===== src/rtl/voter_session_if.sv =====
// Handshake bundle between per-voter request logic, the voting session and
// the decision consumer.
interface voter_session_if #(
  parameter int N_VOTERS = 4,
  parameter int CNT_W    = $clog2(N_VOTERS + 1)
);
  logic                start;
  logic                close;
  logic [N_VOTERS-1:0] vote_yes;
  logic [N_VOTERS-1:0] vote_no;
  logic                busy;
  logic                done;
  logic [2:0]          result;
  logic [CNT_W-1:0]    yes_cnt;
  logic [N_VOTERS-1:0] voted;
  logic                timed_out;

  modport master (
    output start, close, vote_yes, vote_no,
    input  busy, done, result, yes_cnt, voted, timed_out
  );

  modport slave (
    input  start, close, vote_yes, vote_no,
    output busy, done, result, yes_cnt, voted, timed_out
  );
endinterface


===== src/rtl/voter_session.sv =====
// Bounded voting session: latches each voter's first vote, closes on
// all-voted / early close / timeout, then publishes a one-hot verdict.
module voter_session #(
  parameter int N_VOTERS = 4,
  parameter int TIMEOUT  = 255,
  parameter int TIMER_W  = 8,
  parameter int CNT_W    = $clog2(N_VOTERS + 1)
) (
  input  logic             clk,
  input  logic             rst_n,
  voter_session_if.slave   bus
);
  typedef enum logic [1:0] {IDLE = 2'd0, OPEN = 2'd1, RESULT = 2'd2} state_t;

  localparam logic [TIMER_W-1:0] TIMER_LAST = TIMER_W'(TIMEOUT - 1);
  localparam logic [CNT_W:0]     N_FULL     = (CNT_W + 1)'(N_VOTERS);

  state_t              state_reg, state_next;
  logic [N_VOTERS-1:0] voted_reg, voted_next;
  logic [CNT_W-1:0]    yes_cnt_reg, yes_cnt_next;
  logic [TIMER_W-1:0]  timer_reg, timer_next;
  logic                timed_out_reg, timed_out_next;
  logic [2:0]          result_reg, result_next;
  logic                done_reg, done_next;

  logic [N_VOTERS-1:0] take_vote;
  logic [N_VOTERS-1:0] take_yes;
  logic [CNT_W-1:0]    new_yes;
  logic [CNT_W:0]      twice_yes;
  logic                all_voted;
  logic                timer_hit;

  // Only a voter's first vote counts; a simultaneous yes+no is a no.
  generate
    for (genvar gi = 0; gi < N_VOTERS; gi++) begin : g_voter
      assign take_vote[gi] = ~voted_reg[gi] & (bus.vote_yes[gi] | bus.vote_no[gi]);
      assign take_yes[gi]  = ~voted_reg[gi] & bus.vote_yes[gi] & ~bus.vote_no[gi];
    end
  endgenerate

  always_comb begin
    new_yes = '0;
    for (int i = 0; i < N_VOTERS; i++) begin
      new_yes = new_yes + CNT_W'(take_yes[i]);
    end
  end

  assign all_voted = &(voted_reg | take_vote);
  assign timer_hit = (timer_reg == TIMER_LAST);
  assign twice_yes = {yes_cnt_reg, 1'b0};

  always_comb begin
    state_next     = state_reg;
    voted_next     = voted_reg;
    yes_cnt_next   = yes_cnt_reg;
    timer_next     = timer_reg;
    timed_out_next = timed_out_reg;
    result_next    = result_reg;
    done_next      = 1'b0;
    unique case (state_reg)
      IDLE: begin
        // The cycle carrying the done strobe still belongs to the verdict.
        if (bus.start && !done_reg) begin
          state_next     = OPEN;
          voted_next     = '0;
          yes_cnt_next   = '0;
          timer_next     = '0;
          timed_out_next = 1'b0;
        end
      end
      OPEN: begin
        voted_next   = voted_reg | take_vote;
        yes_cnt_next = yes_cnt_reg + new_yes;
        if (timer_reg != {TIMER_W{1'b1}}) begin
          timer_next = timer_reg + 1'b1;
        end
        timed_out_next = timer_hit && !all_voted && !bus.close;
        if (all_voted || bus.close || timer_hit) begin
          state_next = RESULT;
        end
      end
      RESULT: begin
        state_next = IDLE;
        done_next  = 1'b1;
        if (twice_yes < N_FULL)       result_next = 3'b100;
        else if (twice_yes == N_FULL) result_next = 3'b010;
        else                          result_next = 3'b001;
      end
      default: state_next = IDLE;
    endcase
  end

  always_ff @(posedge clk or negedge rst_n) begin
    if (!rst_n) begin
      state_reg     <= IDLE;
      voted_reg     <= '0;
      yes_cnt_reg   <= '0;
      timer_reg     <= '0;
      timed_out_reg <= 1'b0;
      result_reg    <= 3'b000;
      done_reg      <= 1'b0;
    end else begin
      state_reg     <= state_next;
      voted_reg     <= voted_next;
      yes_cnt_reg   <= yes_cnt_next;
      timer_reg     <= timer_next;
      timed_out_reg <= timed_out_next;
      result_reg    <= result_next;
      done_reg      <= done_next;
    end
  end

  assign bus.busy      = (state_reg != IDLE) || done_reg;
  assign bus.done      = done_reg;
  assign bus.result    = result_reg;
  assign bus.yes_cnt   = yes_cnt_reg;
  assign bus.voted     = voted_reg;
  assign bus.timed_out = timed_out_reg;
endmodule


===== src/flat_wrapper.sv =====
// flat-port wrapper written by rule: the top's interface ports become plain ports
module voter_session_flat 
#(
  parameter int N_VOTERS = 4,
  parameter int TIMEOUT  = 255,
  parameter int TIMER_W  = 8,
  parameter int CNT_W    = $clog2(N_VOTERS + 1)
)
  (clk, rst_n, bus_start, bus_close, bus_vote_yes, bus_vote_no, bus_busy, bus_done, bus_result, bus_yes_cnt, bus_voted, bus_timed_out);
  voter_session_if #(.N_VOTERS(N_VOTERS), .CNT_W(CNT_W)) bus_i ();
  input  logic clk;
  input  logic rst_n;
  input wire logic [$bits(bus_i.start)-1:0] bus_start;
  input wire logic [$bits(bus_i.close)-1:0] bus_close;
  input wire logic [$bits(bus_i.vote_yes)-1:0] bus_vote_yes;
  input wire logic [$bits(bus_i.vote_no)-1:0] bus_vote_no;
  output wire logic [$bits(bus_i.busy)-1:0] bus_busy;
  output wire logic [$bits(bus_i.done)-1:0] bus_done;
  output wire logic [$bits(bus_i.result)-1:0] bus_result;
  output wire logic [$bits(bus_i.yes_cnt)-1:0] bus_yes_cnt;
  output wire logic [$bits(bus_i.voted)-1:0] bus_voted;
  output wire logic [$bits(bus_i.timed_out)-1:0] bus_timed_out;
  assign bus_i.start = bus_start;
  assign bus_i.close = bus_close;
  assign bus_i.vote_yes = bus_vote_yes;
  assign bus_i.vote_no = bus_vote_no;
  assign bus_busy = bus_i.busy;
  assign bus_done = bus_i.done;
  assign bus_result = bus_i.result;
  assign bus_yes_cnt = bus_i.yes_cnt;
  assign bus_voted = bus_i.voted;
  assign bus_timed_out = bus_i.timed_out;
  voter_session #(.N_VOTERS(N_VOTERS), .TIMEOUT(TIMEOUT), .TIMER_W(TIMER_W), .CNT_W(CNT_W)) u_core (.clk(clk), .rst_n(rst_n), .bus(bus_i));
endmodule

===== config.mk =====
export PLATFORM = sky130hd
export DESIGN_NAME = voter_session_flat
export DESIGN_NICKNAME = d
export VERILOG_FILES = /design/src/rtl/voter_session_if.sv /design/src/rtl/voter_session.sv /design/src/flat_wrapper.sv
export SDC_FILE = /design/constraint.sdc
export NUM_CORES = 1
export LEC_CHECK = 0
export BUFFER_PORTS_ARGS = -buffer_cell sky130_fd_sc_hd__buf_2
export CAP_MARGIN = 30
export CORE_ASPECT_RATIO = 1.1
export CORE_UTILIZATION = 52
export DETAILED_ROUTE_END_ITERATION = 6
export GPL_TIMING_DRIVEN = 0
export MAX_ROUTING_LAYER = met4
export PLACE_DENSITY = 0.84
export SKIP_LAST_GASP = 1
export SYNTH_ARGS = -nofsm -noshare
export SYNTH_HDL_FRONTEND = slang
export SYNTH_SLANG_ARGS = --single-unit

===== constraint.sdc =====
create_clock -name clk -period 3 [get_ports clk]
set_input_delay 0.6 -clock clk [delete_from_list [all_inputs] [get_ports clk]]
set_output_delay 0.6 -clock clk [all_outputs]
set_load 0.005 [all_outputs]

==> flow_metrics.py <==
metrics = {
    "run_status": {
        "result_of_the_run": "finished, final reports clean",
    },
    "worst_setup_path": {
        "worstPathMaxFanout": 4,
        "critPathLaunchType": "flip-flop",
        "criticalPathCategory": "flip-flop to flip-flop",
        "cp-end-kind": "flip-flop",
        "critical_path_arrival_ns": 2.74,
        "critical_path_required_ns": 3.20,
    },
    "logic_synthesis": {
        "synthesis.yosys.warnings": 0,
        "synth_cells": 122,
        "synthesized_nets": 141,
        "synth_enable_flop_cells": 0,
        "postSynth.asyncResetShare_pct": 100.0,
        "flops_latches_synth": 22,
        "ys_types": 31,
        "netlist_area_mm2": 0.001149,
        "synth-main-ff-cell": "sky130_fd_sc_hd__dfrtp_1",
        "synth.yosys.seq_area_share_pct": 47.93,
        "syn_avg_cell_area_um2": 9.415,
    },
    "hold_path": {
        "timing.hold.worst.class": "input port to async pin",
    },
    "timing": {
        "clock_skew_ns": 0.003890,
        "setup_ws_ns": 0.4558,
        "grt_setup_unrepaired": "false",
        "tightestPinTransition_ns": 0.4791,
        "post-route-period-util_pct": 84.81,
        "achievable-frequency_mhz": 393.1,
        "min_period_ns": 2.544,
        "final_setup_violation_count": 0,
        "setup_total_negative_slack_ns": 0,
        "hold_viol": 0,
        "slew_limit_headroom_pct": 68.06,
        "timing.final.max_slew_violations": 0,
    },
    "clock_network": {
        "clk_slew_on_worst_s_h_paths_ns": 0.13,
        "cts_tree": "yes",
        "tritoncts_sinks": 22,
        "count_of_cells_resized_by_post_cts_repair": 0,
        "later_pin_clock_latency_in_the_skew_report_ns": 0.30,
        "clockBufferDepth": 2,
        "cts_inserted_buffers": 3,
        "cts_root_buf": "sky130_fd_sc_hd__clkbuf_4",
        "htree_levels": 1,
        "postCtsSetupBuffers": 0,
        "hold_buffers": 0,
    },
    "global_routing": {
        "pin_count_of_the_biggest_net_entering_global_routing": 23,
        "grt_remaining_overflow": 0,
        "antenna_found_initial": 0,
        "grt_first_pass_wirelength_mm": 3.967,
        "grt_pass1_vias": 932,
        "globalRouteTotalUtil_pct": 23.97,
    },
    "route": {
        "drcViolationCount": 0,
        "via_count": 983,
        "wl_mm": 2.383,
        "first_iter_violations": 30,
        "post_drt_wl_per_cell_um": 13.39,
        "vias_per_cell": 5.522,
        "detail_route.first_pass.iterations": 4,
        "drtAntennaViolNets": 0,
    },
    "cells_and_area": {
        "final_layout_size_suffix_gt1_share_pct": 20.00,
        "area_growth_pct": 18.08,
        "max_ffs_per_register": 8,
        "fin_nets": 170,
        "n_antenna_cell": 0,
        "finish.instance_area_mm2": 0.001356,
    },
    "placement": {
        "place.detailed.hpwl_mm": 1.724,
        "detailedPlace.worstSlack_ns": 0.1291,
        "place.port_buffers": 24,
        "routabilityCongestion": 0.8411,
        "cell_area_placed_mm2": 0.001304,
    },
    "pwr": {
        "powerDensity_mw_per_mm2": 834.5,
        "design_power_total_mw": 1.132,
        "static-leakage-power_nw": 0.6591,
        "peak_ir_drop_on_the_vdd_network_uv": 594.9,
    },
    "floorplan": {
        "dieArea_mm2": 0.002401,
        "die_y_um": 51.29,
        "io_pins": 25,
        "initial_utilization_pct": 56.25,
        "placementRows": 17,
        "die_w_um": 46.81,
        "core_area_mm2": 0.002042,
    },
    "run": {
        "maxCapViolations": 0,
    },
}
==> cell usage in the layout, fill, tap and decap left out, types with 2 or more instances in the layout <==
cell	instances
sky130_fd_sc_hd__inv_1	9
sky130_fd_sc_hd__nand4_1	2
sky130_fd_sc_hd__nand3_1	8
sky130_fd_sc_hd__dfrtp_1	22
sky130_fd_sc_hd__o21ai_0	10
sky130_fd_sc_hd__o31ai_1	4
sky130_fd_sc_hd__ha_1	5
sky130_fd_sc_hd__a31oi_1	2
sky130_fd_sc_hd__nor3b_1	3
sky130_fd_sc_hd__nor2_1	9
sky130_fd_sc_hd__buf_2	25
sky130_fd_sc_hd__fa_1	2
sky130_fd_sc_hd__a21oi_1	6
sky130_fd_sc_hd__nand2_1	14
sky130_fd_sc_hd__nor3_1	8
sky130_fd_sc_hd__o211ai_1	2
sky130_fd_sc_hd__clkbuf_4	3
==> power by group <==
part / leakage (nW) / total, mW / switching (mW) / internal, mW
registers: 0.291 / 0.490 / 0.0998 / 0.390
clock network: 0.0279 / 0.226 / 0.0909 / 0.135
logic: 0.341 / 0.416 / 0.242 / 0.174
total: 0.659 / 1.13 / 0.432 / 0.699
==> worst max-delay path, stage by stage, from the launching register on <==
cell,delay [ns]
sky130_fd_sc_hd__dfrtp_1,0.42
sky130_fd_sc_hd__nor3b_1,0.24
sky130_fd_sc_hd__ha_1,0.27
sky130_fd_sc_hd__inv_1,0.07
sky130_fd_sc_hd__fa_1,0.41
sky130_fd_sc_hd__inv_1,0.07
sky130_fd_sc_hd__ha_1,0.13
sky130_fd_sc_hd__inv_1,0.05
sky130_fd_sc_hd__fa_1,0.38
sky130_fd_sc_hd__xor2_1,0.16
sky130_fd_sc_hd__o211ai_1,0.15
sky130_fd_sc_hd__o31ai_1,0.09
==> final cells by class <==
cell class                 count  area (um2)
buffer                         2       8.758
clock buffer                   3       22.52
clock inverter                 1       30.03
fill                         178       685.7
inverter                       9       33.78
multi-input combinational     89       555.5
sequential                    22       550.5
tap                           28       35.03
timing repair buffer          24       120.1
==> layer usage <==
metal	vias to the layer above	part of all wire, %	GRT usage (%)
li1	491	-	-
met1	467	45	29.84
met2	23	51	37.73
met3	2	3.5	3.887
met4	0	0.88	10.48
met5	-	0	-
==> synth_stat cells, types with 2 or more instances <==
cell type,instances,area share [%]
sky130_fd_sc_hd__inv_1,9,2.9
sky130_fd_sc_hd__nand3_1,8,3.5
sky130_fd_sc_hd__ha_1,5,5.4
sky130_fd_sc_hd__nand2_1,14,4.6
sky130_fd_sc_hd__nor3b_1,3,2.0
sky130_fd_sc_hd__dfrtp_1,22,48
sky130_fd_sc_hd__o31ai_1,4,2.6
sky130_fd_sc_hd__fa_1,2,3.5
sky130_fd_sc_hd__nor3_1,8,3.5
sky130_fd_sc_hd__o21ai_0,10,4.4
sky130_fd_sc_hd__nand4_1,2,1.1
sky130_fd_sc_hd__o211ai_1,2,1.3
sky130_fd_sc_hd__a21oi_1,6,2.6
sky130_fd_sc_hd__a31oi_1,2,1.1
sky130_fd_sc_hd__nor2_1,9,2.9
==> metrics by stage <==
stage	instances	util, %	hold slack [ns]
global route	178	66.42	0.2543
detailed placement	174	63.85	0.4624
floorplan	122	-	0.3044
finish	178	66.42	0.2312
CTS	178	66.42	0.2398
global placement	174	63.85	0.4527
==> path summary, 6_finish.rpt <==
path / from / to / slack, ns / cells after the start
setup / recovery: u_core.bus.voted[0] / u_core.bus.yes_cnt[2] / 0.46 / 11
min in group clk: bus_close / u_core.bus.timed_out / 0.48 / 2
hold reg to reg: u_core.bus.result[0] / u_core.bus.result[0] / 0.49 / 2
max in group asynchronous: rst_n / u_core.bus.voted[1] / 2.45 / 1
hold / removal: rst_n / u_core.bus.result[0] / 0.23 / 1
setup reg to reg: u_core.bus.voted[0] / u_core.bus.yes_cnt[2] / 0.46 / 11
==> kinds of logic after synthesis <==
group | share of synthesized area [%]
simple gates | 23.31
xor+xnor | 0.7627
compound gates | 14.49
flops | 47.93
buf+inv | 3.703
fa+ha+maj | 8.933
mux | 0.8715
Power figures use the tool's default switching activity.
